`config.mk`:
```
export PLATFORM = sky130hd
export DESIGN_NAME = prt_frame_tx
export DESIGN_NICKNAME = d
export VERILOG_FILES = /design/src/rtl/prt_frame_tx.sv
export SDC_FILE = /design/constraint.sdc
export NUM_CORES = 1
export LEC_CHECK = 0
export BUFFER_PORTS_ARGS = -buffer_cell sky130_fd_sc_hd__buf_2
export CORE_ASPECT_RATIO = 1.1
export CORE_UTILIZATION = 28
export DETAILED_ROUTE_END_ITERATION = 12
export MAX_ROUTING_LAYER = met4
export PLACE_DENSITY = 0.54
export SKIP_CTS_REPAIR_TIMING = 1
export SLEW_MARGIN = 20
export SYNTH_ARGS = -nofsm -noshare
export SYNTH_HDL_FRONTEND = slang
export SYNTH_SLANG_ARGS = --single-unit
export TNS_END_PERCENT = 5
```
`constraint.sdc`:
```
create_clock -name clk -period 7.25 [get_ports clk]
set_input_delay 1.45 -clock clk [delete_from_list [all_inputs] [get_ports clk]]
set_output_delay 1.45 -clock clk [all_outputs]
set_load 0.005 [all_outputs]
```
`src/rtl/prt_frame_tx.sv`:
```
// prt_frame_tx: drains one PRT slot per request onto a byte-wide egress stream.
// Frames longer than FRAME_SIZE are cut (last forced, err_len pulsed) and the
// remainder is read and discarded so the PRT always frees the slot.
// Optional statistics counters are built when PRT_TX_STATS_EN is defined.
//
// Handshakes: a transfer happens on a rising edge where valid && ready are
// both high (slot_valid/slot_ready, tx_valid/tx_ready); the valid side holds
// its payload stable until that edge. prt_start_rd and prt_rd_req are
// single-cycle pulses answered later by ack/nack and prt_rd_valid.
`timescale 1ns/1ps
module prt_frame_tx #(
  parameter int INDEX_SIZE = 3,
  parameter int DATA_SIZE  = 8,
  parameter int FRAME_SIZE = 1518,
  parameter int MIN_IFG    = 12
) (
  input  logic                  clk,
  input  logic                  rst,
  input  logic                  slot_valid,
  input  logic [INDEX_SIZE-1:0] slot_idx,
  output logic                  slot_ready,
  output logic                  prt_start_rd,
  output logic [INDEX_SIZE-1:0] prt_start_slot,
  input  logic                  prt_start_ack,
  input  logic                  prt_start_nack,
  output logic                  prt_rd_req,
  input  logic                  prt_rd_valid,
  input  logic [DATA_SIZE-1:0]  prt_rd_data,
  input  logic                  prt_rd_last,
  output logic                  tx_valid,
  output logic [DATA_SIZE-1:0]  tx_data,
  output logic                  tx_last,
  input  logic                  tx_ready,
  output logic                  err_len,
  output logic                  drop,
  output logic [15:0]           frames_sent,
  output logic [31:0]           bytes_sent,
  output logic [2:0]            state_dbg
);

  typedef enum logic [2:0] {IDLE, START, STREAM, DRAIN, GAP} state_t;

  localparam logic [15:0] FRAME_LIM = 16'(FRAME_SIZE);
  // The IDLE cycle before slot_ready rises is the last cycle of the gap.
  localparam logic [15:0] GAP_LOAD  = 16'(MIN_IFG - 1);

  state_t                  state_q, state_d;
  logic                    slot_ready_d, start_rd_d, rd_req_d;
  logic [INDEX_SIZE-1:0]   start_slot_d;
  logic                    out_q, out_d;
  logic                    tx_valid_d, tx_last_d;
  logic [DATA_SIZE-1:0]    tx_data_d;
  logic                    tx_eof_q, tx_eof_d;
  logic                    pend_valid_q, pend_valid_d;
  logic [DATA_SIZE-1:0]    pend_data_q, pend_data_d;
  logic                    pend_last_q, pend_last_d;
  logic                    pend_eof_q, pend_eof_d;
  logic                    done_q, done_d;
  logic [15:0]             byte_cnt_q, byte_cnt_d;
  logic [15:0]             gap_cnt_q, gap_cnt_d;
  logic                    err_len_d, drop_d;
  logic                    accept, hs, rsp, tx_free, in_last, go_gap;
  logic [15:0]             in_num;

  assign state_dbg = state_q;

  // Next-state and next-output logic; every target gets a default first.
  always_comb begin
    state_d      = state_q;
    slot_ready_d = 1'b0;
    start_rd_d   = 1'b0;
    start_slot_d = prt_start_slot;
    rd_req_d     = 1'b0;
    out_d        = out_q;
    tx_valid_d   = tx_valid;
    tx_data_d    = tx_data;
    tx_last_d    = tx_last;
    tx_eof_d     = tx_eof_q;
    pend_valid_d = pend_valid_q;
    pend_data_d  = pend_data_q;
    pend_last_d  = pend_last_q;
    pend_eof_d   = pend_eof_q;
    done_d       = done_q;
    byte_cnt_d   = byte_cnt_q;
    gap_cnt_d    = gap_cnt_q;
    err_len_d    = 1'b0;
    drop_d       = 1'b0;
    go_gap       = 1'b0;

    accept  = slot_valid && slot_ready;
    hs      = tx_valid && tx_ready;
    rsp     = prt_rd_valid && out_q;        // stray responses are ignored
    tx_free = !tx_valid || hs;
    // Position in the frame of an arriving byte: accepted + held + 1.
    in_num  = byte_cnt_q + 16'(tx_valid) + 16'(pend_valid_q) + 16'd1;
    in_last = prt_rd_last || (in_num == FRAME_LIM);

    if (hs)  byte_cnt_d = byte_cnt_q + 16'd1;
    if (rsp) out_d = 1'b0;

    case (state_q)
      IDLE: begin
        slot_ready_d = !accept;
        if (accept) begin
          start_slot_d = slot_idx;
          start_rd_d   = 1'b1;
          byte_cnt_d   = 16'd0;
          done_d       = 1'b0;
          state_d      = START;
        end
      end
      START: begin
        if (prt_start_nack) begin
          drop_d  = 1'b1;
          state_d = IDLE;
        end else if (prt_start_ack) begin
          rd_req_d = 1'b1;
          out_d    = 1'b1;
          state_d  = STREAM;
        end
      end
      STREAM: begin
        // Egress register refills from the skid entry first, then the PRT.
        if (tx_free) begin
          if (pend_valid_q) begin
            tx_valid_d   = 1'b1;
            tx_data_d    = pend_data_q;
            tx_last_d    = pend_last_q;
            tx_eof_d     = pend_eof_q;
            pend_valid_d = 1'b0;
          end else if (rsp) begin
            tx_valid_d = 1'b1;
            tx_data_d  = prt_rd_data;
            tx_last_d  = in_last;
            tx_eof_d   = prt_rd_last;
          end else begin
            tx_valid_d = 1'b0;
          end
        end
        // A response landing on a stalled register waits in the skid entry.
        if (rsp && !(tx_free && !pend_valid_q)) begin
          pend_valid_d = 1'b1;
          pend_data_d  = prt_rd_data;
          pend_last_d  = in_last;
          pend_eof_d   = prt_rd_last;
        end
        if (rsp && in_last) done_d = 1'b1;
        if (hs && tx_last) begin
          if (tx_eof_q) begin
            go_gap = 1'b1;
          end else begin
            err_len_d = 1'b1;
            rd_req_d  = 1'b1;
            out_d     = 1'b1;
            state_d   = DRAIN;
          end
        end else if (!done_d && !out_d && !pend_valid_d) begin
          rd_req_d = 1'b1;
          out_d    = 1'b1;
        end
      end
      DRAIN: begin
        if (rsp && prt_rd_last) begin
          go_gap = 1'b1;
        end else if (!out_d) begin
          rd_req_d = 1'b1;
          out_d    = 1'b1;
        end
      end
      GAP: begin
        if (gap_cnt_q <= 16'd1) state_d = IDLE;
        else                    gap_cnt_d = gap_cnt_q - 16'd1;
      end
      default: state_d = IDLE;
    endcase

    if (go_gap) begin
      if (MIN_IFG <= 1) begin
        state_d = IDLE;
      end else begin
        state_d   = GAP;
        gap_cnt_d = GAP_LOAD;
      end
    end
  end

  // State register and registered outputs.
  always_ff @(posedge clk or negedge rst) begin
    if (!rst) begin
      state_q        <= IDLE;
      slot_ready     <= 1'b0;
      prt_start_rd   <= 1'b0;
      prt_start_slot <= '0;
      prt_rd_req     <= 1'b0;
      out_q          <= 1'b0;
      tx_valid       <= 1'b0;
      tx_data        <= '0;
      tx_last        <= 1'b0;
      tx_eof_q       <= 1'b0;
      pend_valid_q   <= 1'b0;
      pend_data_q    <= '0;
      pend_last_q    <= 1'b0;
      pend_eof_q     <= 1'b0;
      done_q         <= 1'b0;
      byte_cnt_q     <= 16'd0;
      gap_cnt_q      <= 16'd0;
      err_len        <= 1'b0;
      drop           <= 1'b0;
    end else begin
      state_q        <= state_d;
      slot_ready     <= slot_ready_d;
      prt_start_rd   <= start_rd_d;
      prt_start_slot <= start_slot_d;
      prt_rd_req     <= rd_req_d;
      out_q          <= out_d;
      tx_valid       <= tx_valid_d;
      tx_data        <= tx_data_d;
      tx_last        <= tx_last_d;
      tx_eof_q       <= tx_eof_d;
      pend_valid_q   <= pend_valid_d;
      pend_data_q    <= pend_data_d;
      pend_last_q    <= pend_last_d;
      pend_eof_q     <= pend_eof_d;
      done_q         <= done_d;
      byte_cnt_q     <= byte_cnt_d;
      gap_cnt_q      <= gap_cnt_d;
      err_len        <= err_len_d;
      drop           <= drop_d;
    end
  end

`ifdef PRT_TX_STATS_EN
  logic [15:0] frames_q;
  logic [31:0] bytes_q;

  // Wrapping frame/byte counters driven by egress handshakes.
  always_ff @(posedge clk or negedge rst) begin
    if (!rst) begin
      frames_q <= 16'd0;
      bytes_q  <= 32'd0;
    end else begin
      if (hs)            bytes_q  <= bytes_q + 32'd1;
      if (hs && tx_last) frames_q <= frames_q + 16'd1;
    end
  end

  assign frames_sent = frames_q;
  assign bytes_sent  = bytes_q;
`else
  assign frames_sent = 16'd0;
  assign bytes_sent  = 32'd0;
`endif

endmodule

```
Word level (Yosys, flattened, before mapping)
Cells that the tools add are included.

Flip-flop bits (word level): 67. Latch bits: 0. RAM bits: 0. ROM bits: 0. Input bits: 19. Logic and storage cells: 124. Memories: 0.

Add/subtract/negate cells: 5. $mul: 0. Divide/modulo/power cells: 0. $lt $le $gt $ge: 1. Eq/ne operators: 13. Shift-type cells: 0. Mux-type cells: 56. Bitwise gates (word level): 0. Reductions and logical operators: 30.

Operator list (number): 16-bit 2-to-1 mux (6); 1-bit 2-to-1 mux (36); 16-bit by 1-bit adder with 16-bit output (2); 16-bit by 1-bit adder with 16-bit output, second input constant (2); 3-bit 2-to-1 mux (7); 16-bit by 11-bit equality test with 1-bit output, second input constant (1); 16-bit by 1-bit less-or-equal comparator with 1-bit output, second input constant (1); 8-bit 2-to-1 mux (2); 16-bit by 1-bit subtractor with 16-bit output, second input constant (1); 3-bit one-hot mux with 5 select lines (1); 3-bit inequality test, second input constant (4); 1-bit logical AND (10); 2-bit AND reduction (5); 1-bit logical NOT (7); 3-bit by 2-bit equality test with 1-bit output, second input constant (2); 2-bit inequality test, second input constant (3); 1-bit one-hot mux with 3 select lines (2); 6-bit AND reduction (1); 2-bit nonzero test (3); 4-bit inequality test, second input constant (1); 1-bit one-hot mux with 2 select lines (2); 3-bit by 1-bit equality test with 1-bit output, second input constant (1); 3-bit equality test, second input constant (1); 3-bit logical NOT (1); 2 further kinds (3).

Logic depth before layout (Yosys ltp)
Word-level depth: 14. Mapped depth: 11. Depth with buffers taken out: 11.

Worst setup path after synthesis
No wires, ideal clock.

Path type: register -> register. Start point: register tx_valid. End point: register out_q. Library setup time: 0.120 ns. Arrival time: 2.840 ns. Data required time: 7.130 ns. Setup slack: 4.290 ns. Cell stages (with the launch flop): 12. Path buffers: 0. Period minus slack after synthesis: 2.960 ns. Cell sequence: dfrtp_1 -> inv_1 -> ha_1 -> inv_1 -> ha_1 -> fa_1 -> or4b_2 -> nor3_1 -> o2111ai_1 -> a221oi_2 -> a41oi_1 -> o22a_2.

Word-level cells in the longest chain between the ends: 14. Elaborated cells between the ends (all ways): 25. Those cells by class: 3 x add/sub; 1 x eq/ne; 8 x mux; 13 x reduce/logical.

Ends and longest elaborated chain: from (decl) (RTL line 30) `output logic tx_valid,`; from (signal assigned) (RTL line 216) `tx_valid <= tx_valid_d;`; 16-bit by 1-bit adder with 16-bit output (3 in series) (RTL line 95) `in_num = byte_cnt_q + 16'(tx_valid) + 16'(pend_valid_q) + 16'd1;`; 16-bit by 11-bit equality test with 1-bit output (RTL line 96) `in_last = prt_rd_last || (in_num == FRAME_LIM);`; 1-bit logical OR (RTL line 96); 1-bit logical AND (RTL line 147) `if (rsp && in_last) done_d = 1'b1;`; 1-bit 2-to-1 mux (RTL line 147); 1-bit 2-to-1 mux (RTL line 101) `case (state_q)`; 1-bit logical NOT (RTL line 157) `end else if (!done_d && !out_d && !pend_valid_d) begin`; 1-bit logical AND (2 in series) (RTL line 157); 1-bit 2-to-1 mux (RTL line 157); 1-bit 2-to-1 mux (*) (RTL line 148) `if (hs && tx_last) begin`; 1-bit one-hot mux with 3 select lines (*) (RTL line 101); net out_d (RTL line 50) `logic out_q, out_d;`; to (signal assigned) (RTL line 215) `out_q <= out_d;`; to (decl) (RTL line 50).

Mark *: on every way through the listed nets, which the timed path passes. The rest lies on a longest branch. The select of a mux whose other input is x is not followed. A chain may end at the register's enable or synchronous reset.

Final worst setup path
Start point: register tx_valid. End point: register done_q.

Word-level cells in the longest chain between the ends: 9.

Ends and longest elaborated chain: 16-bit by 1-bit adder with 16-bit output (3 in series) (RTL line 95); 16-bit by 11-bit equality test with 1-bit output (RTL line 96); 1-bit logical OR (RTL line 96); 1-bit logical AND (RTL line 147); 1-bit 2-to-1 mux (RTL line 147); 1-bit 2-to-1 mux (RTL line 101); 1-bit one-hot mux with 2 select lines (RTL line 101); to (signal assigned) (RTL line 224) `done_q <= done_d;`; to (decl) (RTL line 58) `logic done_q, done_d;`.

Every way passes these cells. The select of a mux whose other input is x is not followed.

==> summary by stage <==
Floorplan
The floorplan has 43 rows. The floorplan step set the die height to 123.1 µm. The initial utilization of the core area, before any placement, comes to 0.2916.

The area of the core region is 12800 µm². The die is 112.1 µm wide. The die covers 13800 µm². The number of I/O pins is 88.

STA
The worst clock skew on the final layout is 0.007208 ns. The time the worst path needs with I/O delays and setup is 3.242 ns. The relative slew slack is 0.3855. The count of final setup violators is 0. Timing would allow up to 308.5 MHz.

The part of the cycle the worst path needs is 0.4472. The setup total negative slack is 0 ns. The count of final hold-check violations is 0. The worst hold-check slack is 0.4942 ns.

Setup repair after global routing left no endpoint under its margin. The max-slew violation count is 0. At the pin with the least slew margin, the transition time is 0.9199 ns.

Yosys
The most used flip-flop cell after synthesis is sky130_fd_sc_hd__dfrtp_1. The number of warnings printed during yosys synthesis is 0. The cell with the most instances after synthesis is sky130_fd_sc_hd__dfrtp_1.

The count of distinct cell types in the synthesized netlist is 62. By count the netlist is led by 67 x sky130_fd_sc_hd__dfrtp_1, 50 x sky130_fd_sc_hd__nor2_1, 48 x sky130_fd_sc_hd__buf_4. In this run, synthesis inferred 0 flip-flops with an integrated enable. The cell type with the highest aggregate area in the netlist is sky130_fd_sc_hd__dfrtp_1. The average footprint of a synthesized cell is 9.877 µm². In the post-synthesis netlist, the biggest area contributors are sky130_fd_sc_hd__dfrtp_1 45%, sky130_fd_sc_hd__buf_4 9.7%, sky130_fd_sc_hd__nor2_1 5.0%, sky130_fd_sc_hd__xor2_1 4.7%, sky130_fd_sc_hd__mux2_2 3.9%. The sequential area share after synthesis is 0.4491. The async set-reset flop share out of synthesis is 1.000. The register bit total from synthesis is 67. The area share of the leading cell type in the synthesized netlist is 0.4491. The post-synthesis cell area is 3734 µm². Synthesis produced a netlist whose cell count is 378.

Clock tree
The buffer cell driving the clock tree root is sky130_fd_sc_hd__clkbuf_16. The clock latency at the later pin of the worst-skew pair is 0.33 ns. The sink count of the clock tree is 67. In this run the deepest clock path goes through 2 buffers. Clock tree synthesis inserted a total of 9 buffers. TritonCTS built the clock tree.

The maximum level of the CTS H-tree is 3. The clock input transition at the sequential cells of the worst setup and hold paths is 0.06 ns.

Power and ir drop
For this design the static power due to leakage is 1.886 nW. The maximum vdd drop is 0.2122 mV. The power density relative to cell area is 346.6 nW/µm².

GRT
Entering global routing, the biggest net connects 68 pins. The number of global-route vias before repair came to 2546. The overall routing resource usage is 0.1210. The initial antenna violation count came to 0.

The first global-routing pass estimated 12580 µm of wire. Summed over all layers, the global routing overflow is 0.

Setup path
The worst setup path is captured at a flop. The worst setup path is of the flop to flop kind. The largest driver fanout on the critical path is 7. The worst endpoint data arrival time is 3.47 ns. STA puts the critical path data required time at 7.48 ns.

The source of the worst register-to-register timing path is tx_valid. The worst-case reg-to-reg path depth is 11. The capturing point of the worst reg2reg path is done_q. STA classifies the critical path startpoint as a flop. The slack of the worst reg-to-reg path is 4.01 ns.

Drt
Once detail routing completed, the nets flagged for antenna violations numbered 0. The detailed router finished its first iteration with 119 violations. The via density per instance is 4.588. The sum of routed wire length over all layers is 7442 µm.

The detailed router placed 2647 vias in this run. In the routed design, unresolved DRC markers number 6. After detailed routing, the average wire length per cell comes to 12.90 µm. The first-pass detailed-route iteration total is 9.

Place
The detailed-placement wirelength estimate is 5094 µm. The count of buffers added on input and output ports is 39. The routability congestion estimate is 0.7835.

Status
The checks that failed: DRC. The run finished, with violations left.

Worst hold path
The path category of the worst min-delay check is flop to flop. The hold-critical path endpoint is pend_last_q. The startpoint identified for the worst hold timing path is pend_last_q. The worst hold path cell count is 2.

Job
The tool flagged a number of max-cap violations equal to 0.

Finish
The multi-input logic area is 1782 µm². The repair_antennas step left the layout with diodes totalling 0. Relative to the synthesized area, the layout overhead comes to 12.53%. The net count reported at finish is 442. Once layout is complete, the utilization of the core stands at 0.3281. Of the cells placed in the final design, the portion with a size suffix greater than 1 is 0.1929. The area taken by flip-flops and latches is 1677 µm². The count of filler cells inserted in the layout is 1300.
[stage by stage]
| stage | instances | setup WS (ns) | area [µm²] | power (mW) |
|---|---|---|---|---|
| finish | 577 | 4.008 | 4202 | 1.456 |
| global route | 577 | 3.759 | 4202 | 1.569 |
| CTS | 577 | 3.993 | 4202 | 1.482 |
| detailed placement | 562 | 4.088 | 3925 | 1.052 |
| global placement | 562 | 4.115 | 3918 | 1.037 |
| floorplan | 425 | 4.290 | 3910 | 0.9230 |
[layer usage]
| metal | global-route usage | wire length [µm] | share of wire |
|---|---|---|---|
| met1 | 0.1497 | 3508 | 0.47 |
| met2 | 0.1863 | 3458 | 0.46 |
| met3 | 0.04069 | 378 | 0.051 |
| met4 | 0.04000 | 95 | 0.013 |
| met5 | - | 0 | 0 |
[power by group]
part / internal [mW] / switching [mW]
registers: 0.506 / 0.131
logic: 0.204 / 0.200
clock network: 0.263 / 0.151
total: 0.974 / 0.483
[cell usage in the layout, fill, tap and decap left out, drive strengths merged, types with 12 or more instances in the layout]
master and count:
dfrtp 67, buf 43, mux2 13, nand3 12, conb 48, xor2 20
clkbuf 12, a21oi 21, nand2 16, nor2 50, inv 12
[cell type report]
cell class              count  area share
multi-input cells         283      0.4241
inverters                  12     0.01072
clock buffers              12     0.05628
repair buffers             43     0.05360
well taps                 157     0.04675
clock inverters             3    0.009529
flip-flops and latches     67      0.3990
[registers in the layout, indices dropped and copies added, names as in the netlist, 3 cells and up]
register,cells
pend_data_q,8
tx_data,8
byte_cnt_q,16
state_dbg,3
prt_start_slot,3
gap_cnt_q,16
[worst max-delay path, cell delays in order, from the launching register on]
cell                        delay (ns)
sky130_fd_sc_hd__dfrtp_1          0.42
sky130_fd_sc_hd__inv_1            0.08
sky130_fd_sc_hd__ha_1             0.28
sky130_fd_sc_hd__inv_1            0.04
sky130_fd_sc_hd__ha_1             0.19
sky130_fd_sc_hd__fa_1             0.48
sky130_fd_sc_hd__or4b_2           0.57
sky130_fd_sc_hd__nor3_1           0.18
sky130_fd_sc_hd__o2111ai_1        0.17
sky130_fd_sc_hd__a221oi_2         0.32
sky130_fd_sc_hd__nor2_1           0.12
sky130_fd_sc_hd__o32ai_1          0.27
[worst max path at each step]
| stage | cells past startpoint | start | to | slack (ns) |
|---|---|---|---|---|
| floorplan | 11 | tx_valid | out_q | 4.29 |
| detailed placement | 11 | tx_valid | out_q | 4.09 |
| CTS | 11 | tx_valid | done_q | 3.99 |
| finish | 11 | tx_valid | done_q | 4.01 |
| global placement | 5 | prt_rd_valid | tx_last | 4.12 |
| global route | 11 | tx_valid | done_q | 3.76 |
[kinds of logic (layout without fill, tap and decap cells)]
| group | Yosys count | in the layout | synth area share |
|---|---|---|---|
| AND/OR/NAND/NOR | 131 | 131 | 0.1867 |
| buffers and inverters | 75 | 70 | 0.1260 |
| flip-flops | 67 | 67 | 0.4491 |
| AO/OA/AOI/OAI | 48 | 48 | 0.08513 |
| XOR/XNOR | 27 | 27 | 0.06334 |
| multiplexers | 22 | 22 | 0.06334 |
| adder cells (fa/ha/maj) | 7 | 7 | 0.02547 |
| other | 1 | 48 | 0.001004 |
Note: power is estimated with default switching activity, not from simulation.
